===== src/rtl/rr_pulse_arbiter_if.sv =====
// -----------------------------------------------------------------------------
// rr_pulse_arbiter_if
//   Bundles the arbitration trigger, request vector and grant/statistics
//   outputs of rr_pulse_arbiter into a single interface.
// Signals
//   go          trigger; only its rising edge starts an arbitration
//   req         N-bit request vector, sampled at the go-rise edge
//   clr_stats   synchronous clear of grant_total/miss_total
//   grant       one-hot combinational grant, valid only in the go-rise cycle
//   grant_vld   registered: a grant was issued in the previous cycle
//   grant_idx   registered: index granted in the previous cycle (0 if none)
//   ptr         registered: index holding the next turn
//   miss        registered pulse: previous go rise found its turn owner idle
//   grant_total saturating count of grants issued
//   miss_total  saturating count of missed turns
// Modports
//   master  drives go/req/clr_stats, observes results
//   slave   the arbiter side
// -----------------------------------------------------------------------------
interface rr_pulse_arbiter_if #(
    parameter int N     = 8,
    parameter int PTR_W = $clog2(N),
    parameter int CNT_W = 16
);
    logic             go;
    logic [N-1:0]     req;
    logic             clr_stats;
    logic [N-1:0]     grant;
    logic             grant_vld;
    logic [PTR_W-1:0] grant_idx;
    logic [PTR_W-1:0] ptr;
    logic             miss;
    logic [CNT_W-1:0] grant_total;
    logic [CNT_W-1:0] miss_total;

    modport master (
        output go, req, clr_stats,
        input  grant, grant_vld, grant_idx, ptr, miss, grant_total, miss_total
    );

    modport slave (
        input  go, req, clr_stats,
        output grant, grant_vld, grant_idx, ptr, miss, grant_total, miss_total
    );
endinterface


===== src/rtl/rr_pulse_arbiter.sv =====
// -----------------------------------------------------------------------------
// rr_pulse_arbiter
//   Round-robin arbiter for N requesters, advanced by the rising edge of go.
//   On each go rise the turn owner (ptr) is granted if it requests, otherwise
//   the turn is recorded as a miss. The turn always advances, wrapping N-1 -> 0.
// Ports
//   clk      rising-edge clock
//   reset_n  asynchronous active-low reset
//   bus      rr_pulse_arbiter_if.slave (go/req/clr_stats in; grant, grant_vld,
//            grant_idx, ptr, miss, grant_total, miss_total out)
// -----------------------------------------------------------------------------
module rr_pulse_arbiter #(
    parameter int N     = 8,
    parameter int PTR_W = $clog2(N),
    parameter int CNT_W = 16
) (
    input  logic                clk,
    input  logic                reset_n,
    rr_pulse_arbiter_if.slave   bus
);

    logic             r_go_d;
    logic [PTR_W-1:0] r_ptr;
    logic             r_grant_vld;
    logic [PTR_W-1:0] r_grant_idx;
    logic             r_miss;
    logic [CNT_W-1:0] r_grant_total;
    logic [CNT_W-1:0] r_miss_total;

    logic             w_rise;
    logic             w_req_cur;
    logic             w_hit;
    logic             w_idle;
    logic [PTR_W-1:0] w_ptr_next;
    logic [N-1:0]     w_grant;

    assign w_rise    = bus.go & ~r_go_d;
    assign w_req_cur = bus.req[r_ptr];
    assign w_hit     = w_rise & w_req_cur;
    assign w_idle    = w_rise & ~w_req_cur;

    // Explicit compare keeps the wrap correct for non-power-of-2 N.
    assign w_ptr_next = (r_ptr == PTR_W'(N - 1)) ? '0 : r_ptr + PTR_W'(1);

    // Grant is gated by reset_n so it is silent while reset is asserted,
    // even if go is high and go_d has just been cleared.
    always_comb begin
        w_grant = '0;
        if (reset_n && w_hit) begin
            w_grant[r_ptr] = 1'b1;
        end
    end

    always_ff @(posedge clk or negedge reset_n) begin
        if (!reset_n) begin
            r_go_d      <= 1'b0;
            r_ptr       <= '0;
            r_grant_vld <= 1'b0;
            r_grant_idx <= '0;
            r_miss      <= 1'b0;
        end else begin
            r_go_d      <= bus.go;
            r_grant_vld <= w_hit;
            r_grant_idx <= w_hit ? r_ptr : '0;
            r_miss      <= w_idle;
            if (w_rise) begin
                r_ptr <= w_ptr_next;
            end
        end
    end

    // Saturating statistics; clear takes priority over a coincident increment.
    always_ff @(posedge clk or negedge reset_n) begin
        if (!reset_n) begin
            r_grant_total <= '0;
            r_miss_total  <= '0;
        end else if (bus.clr_stats) begin
            r_grant_total <= '0;
            r_miss_total  <= '0;
        end else begin
            if (w_hit && (r_grant_total != '1)) begin
                r_grant_total <= r_grant_total + CNT_W'(1);
            end
            if (w_idle && (r_miss_total != '1)) begin
                r_miss_total <= r_miss_total + CNT_W'(1);
            end
        end
    end

    assign bus.grant       = w_grant;
    assign bus.grant_vld   = r_grant_vld;
    assign bus.grant_idx   = r_grant_idx;
    assign bus.ptr         = r_ptr;
    assign bus.miss        = r_miss;
    assign bus.grant_total = r_grant_total;
    assign bus.miss_total  = r_miss_total;

endmodule


===== src/flat_wrapper.sv =====
// flat-port wrapper written by rule: the top's interface ports become plain ports
module rr_pulse_arbiter_flat 
#(
    parameter int N     = 8,
    parameter int PTR_W = $clog2(N),
    parameter int CNT_W = 16
)
  (clk, reset_n, bus_go, bus_req, bus_clr_stats, bus_grant, bus_grant_vld, bus_grant_idx, bus_ptr, bus_miss, bus_grant_total, bus_miss_total);
  rr_pulse_arbiter_if #(.N(N), .PTR_W(PTR_W), .CNT_W(CNT_W)) bus_i ();
  input  logic clk;
  input  logic reset_n;
  input wire logic [$bits(bus_i.go)-1:0] bus_go;
  input wire logic [$bits(bus_i.req)-1:0] bus_req;
  input wire logic [$bits(bus_i.clr_stats)-1:0] bus_clr_stats;
  output wire logic [$bits(bus_i.grant)-1:0] bus_grant;
  output wire logic [$bits(bus_i.grant_vld)-1:0] bus_grant_vld;
  output wire logic [$bits(bus_i.grant_idx)-1:0] bus_grant_idx;
  output wire logic [$bits(bus_i.ptr)-1:0] bus_ptr;
  output wire logic [$bits(bus_i.miss)-1:0] bus_miss;
  output wire logic [$bits(bus_i.grant_total)-1:0] bus_grant_total;
  output wire logic [$bits(bus_i.miss_total)-1:0] bus_miss_total;
  assign bus_i.go = bus_go;
  assign bus_i.req = bus_req;
  assign bus_i.clr_stats = bus_clr_stats;
  assign bus_grant = bus_i.grant;
  assign bus_grant_vld = bus_i.grant_vld;
  assign bus_grant_idx = bus_i.grant_idx;
  assign bus_ptr = bus_i.ptr;
  assign bus_miss = bus_i.miss;
  assign bus_grant_total = bus_i.grant_total;
  assign bus_miss_total = bus_i.miss_total;
  rr_pulse_arbiter #(.N(N), .PTR_W(PTR_W), .CNT_W(CNT_W)) u_core (.clk(clk), .reset_n(reset_n), .bus(bus_i));
endmodule

===== config.mk =====
export PLATFORM = sky130hd
export DESIGN_NAME = rr_pulse_arbiter_flat
export DESIGN_NICKNAME = d
export VERILOG_FILES = /design/src/rtl/rr_pulse_arbiter_if.sv /design/src/rtl/rr_pulse_arbiter.sv /design/src/flat_wrapper.sv
export SDC_FILE = /design/constraint.sdc
export NUM_CORES = 1
export LEC_CHECK = 0
export ABC_AREA = 1
export CAP_MARGIN = 30
export CORE_MARGIN = 2
export CORE_UTILIZATION = 25
export DETAILED_ROUTE_END_ITERATION = 10
export PLACE_DENSITY = 0.47
export SLEW_MARGIN = 25
export SYNTH_ARGS = -nofsm -noshare
export SYNTH_HDL_FRONTEND = slang
export SYNTH_SLANG_ARGS = --single-unit

===== constraint.sdc =====
create_clock -name clk -period 2.6 [get_ports clk]
set_input_delay 0.39 -clock clk [delete_from_list [all_inputs] [get_ports clk]]
set_output_delay 0.39 -clock clk [all_outputs]
set_load 0.02 [all_outputs]

==> metrics.md <==
| Metric | Value |
|---|---|
| Reg power frac | `0.352` |
| Number of global-route vias before repair | `2676` |
| Num Clock Sinks | `41` |
| Initial antenna violation count | `0` |
| Hold_buf cts | `0` |
| H-Tree Depth | `2` |
| Clock power frac | `0.281` |
| Unrepaired setup endpoints after global routing | `no` |
| Initial core utilization | `0.259` |
| Min Tclk post-route | `2.41 ns` |
| Internal power | `between 1 and 1.5 mW` |
| R2R depth | `8` |
| CTS tree | `built` |
| DR pass1 iterations | `4` |
| Die width | `111 microns` |
| Gr usage total | `0.135` |
| Clock Tree Buf Depth | `2` |
| Row cnt | `38` |
| Port buffer count | `59` |
| Sw Pwr | `~0.84 mW` |
| Mux contribution to synthesized area | `0` |
| Fmax | `0.415 GHz` |
| 1st-iter DRT viols | `122` |
| Flip-flop and latch area | `1030 sq um` |
| Worst skew pair latency | `roughly 0.28 ns` |
| Syn_nets | `420` |
| MaxCap Viol Count | `0` |
| Wire per inst | `around 13 microns` |
| Final Slew Violations | `0` |
| Area growth syn-to-layout | `31.6%` |
| Ports | `60` |
| Hold crit path type | `primary input to asynchronous set/reset pin` |
| Synth Area in Adders | `0.0176` |
| N_diodes | `0` |
| Post-Synth Simple-Gate Area | `0.472` |
| Slew @ Worst Pin | `between 0.5 and 0.6 ns` |
| # nets final | `483` |
| Area of the multi-input gates | `1580 sq um` |
| Sequential share of the synthesized area | `0.361` |
| Clock Tree Root | `clkbuf_16` |
| Combinational share of power | `0.367` |
| Pin count of the biggest net entering global routing | `42` |
| Final Skew | `0.00634 ns` |
| Placement Setup Slack | `-0.0538 ns` |
| Mean Syn Cell Area | `roughly 7.0 sq um` |
| Final Cycle Share | `0.927` |
| Final setup violation count | `0` |
| GRT overflow | `0` |
| CP arrival | `2.02 ns` |
| First-pass GRT wire length | `13800 microns` |
| Die H | `111 microns` |
| Post-Synth XOR/XNOR Area | `0.0586` |
| Synthesized cell area | `2840 sq um` |
| WS Path Type | `flip-flop to output port` |
| Status | `finished clean` |
| Synth Area in Compound Gates | `0.00749` |
| Hold_ws | `around 0.32 ns` |
| Detailed-route via count | `2705` |
| Setup crit end kind | `output port` |
| Setup WS post-layout | `0.191 ns` |
| Clk slew on worst S/H paths | `0.06 ns` |
| GP Congestion | `approximately 0.84` |
| Warnings, synthesis | `0` |
| Yosys cell types | `32` |
| #FFs+latches synth | `41` |
| Core area | `11000 sq um` |
| Cells after Synth | `404` |
| P_leak | `1.72 nW` |
| Placed Cells | `598` |
| DR vias/cell | `4.46` |
| Non-Filler Instances | `607` |
| Data required, critical path | `between 2 and 2.5 ns` |
| Drt total wl | `7910 microns` |
| Setup TNS | `0 ns` |
| Fin. Hold Viols | `0` |
| Sw Share | `0.375` |
| Number of CTS-inserted buffers | `5` |
| Filler cells | `around 1200` |
| PwrDens | `602 nW/um^2` |
| Headroom to the max-slew limit | `0.616` |
| Post-DRT Antenna Nets | `0` |
| Max IR drop VDD | `between 200 and 300 uV` |
| Combinational family with the most area after synthesis | `simple AND/OR/NAND/NOR gates` |
| Worst-path fanout max | `8` |
| Critical path launch point type | `flip-flop` |
| Die area | `12200 sq um` |
| HPWL after DPL | `5540 microns` |
| Fraction of layout cells with a size suffix above 1 | `0.113` |
| Drt drc | `0` |
==> cell families after synthesis <==
logic type	Yosys count
and+or+nand+nor	287
buffers and inverters	49
DFF	41
xor gates and xnor gates	19
AOI/OAI and AO/OA	4
adders and majority gates	4
==> power groups by stage <==
stage	registers (mW)	clock network (mW)	logic (mW)
after global routing	0.804	0.693	0.923
after floorplan	0.852	0	0.470
after detailed placement	0.809	0	0.796
after CTS	0.804	0.653	0.801
final	0.792	0.632	0.827
after global placement	0.809	0	0.793
==> worst paths after layout <==
kind,startpoint,end,slack (ns)
min in group clk,u_core.bus.miss_total[15],u_core.bus.miss_total[15],0.58
worst min register to register,u_core.bus.miss_total[15],u_core.bus.miss_total[15],0.58
worst min-delay path,reset_n,u_core.bus.miss_total[13],0.32
worst max register to register,u_core.bus.grant_total[0],u_core.bus.grant_total[2],0.58
max in group asynchronous,reset_n,u_core.bus.ptr[2],1.84
worst max-delay path,u_core.bus.ptr[2],bus_grant[3],0.19
==> synth_stat cells, drive strengths merged <==
cell,number,share of area
a21oi,2,0.0035
buf,7,0.026
clkbuf,7,0.0093
clkinv,2,0.0026
dfrtp,41,0.36
ha,4,0.018
inv,33,0.045
nand2,133,0.19
nand3,58,0.11
nand4,8,0.027
nor2,78,0.12
nor3,8,0.016
nor3b,1,0.0026
o21ai,1,0.0018
o22ai,1,0.0022
or2,1,0.0022
xnor2,4,0.012
xor2,15,0.046
==> worst max-delay path, cell delays in order, from the launching register on <==
cell	delay, ns
dfrtp_2	0.49
nor2_4	0.16
nand3_1	0.12
nand2_1	0.13
nor2_4	0.04
nand2_4	0.06
nand2_2	0.06
inv_1	0.07
nand2_1	0.13
nor2_1	0.15
clkdlybuf4s15_1	0.33
==> metrics by stage <==
step           utilization  total power, mW  instance area (sq um)
2_1_floorplan            -             1.32                   2840
5_1_grt              0.340             2.42                   3740
3_3_place_gp         0.325             1.60                   3570
6_report             0.340             2.25                   3740
3_5_place_dp         0.325             1.60                   3570
4_1_cts              0.338             2.26                   3710
==> cell usage in the layout, fill, tap and decap left out, types with 2 or more instances in the layout <==
cell and count:
nand2_1 118, nor2_1 71, nand3_1 54, clkdlybuf4s50_1 50
dfrtp_1 39, inv_1 31, xor2_1 15, nand2_2 12
buf_4 10, nor3_1 7, dlygate4sd2_1 7, nand4_1 5
clkbuf_16 5, xnor2_1 4, ha_1 4, nor2_4 3
nand3_2 3, nor2_2 3, nand2_4 3, inv_4 2
clkinv_1 2, nand4_2 2, a21oi_1 2, dfrtp_2 2
==> per-layer routing <==
metal | wire (microns) | part of all wire | vias up | track usage
li1 | - | - | 1388 | -
met1 | 4030 | 0.51 | 1252 | 0.190
met2 | 3530 | 0.45 | 61 | 0.213
met3 | 304 | 0.038 | 4 | 0.0296
met4 | 40 | 0.0051 | 0 | 0.0283
met5 | 0 | 0 | - | 0
==> repair_timing <==
item / 4_1_cts / 5_1_grt
gates resized for setup: 11 / 1
setup buffers: 0 / 2
gates cloned: 0 / 0
pin swaps: 0 / 0
setup endpoints to repair: 8 / 5
==> registers in the layout, summed over array words and instances, names as in the netlist <==
name,flops
u_core.bus.grant_vld,1
u_core.bus.grant_total,16
u_core.bus.miss,1
u_core.bus.grant_idx,3
u_core.r_go_d,1
u_core.bus.ptr,3
u_core.bus.miss_total,16
==> area by class of cell <==
type | count | area share
multi-input combinational | 314 | 0.424
sequential | 41 | 0.275
timing repair buffer | 70 | 0.180
tap | 140 | 0.0469
clock buffer | 7 | 0.0382
inverter | 35 | 0.0365
Note: power is estimated with default switching activity, not from simulation.
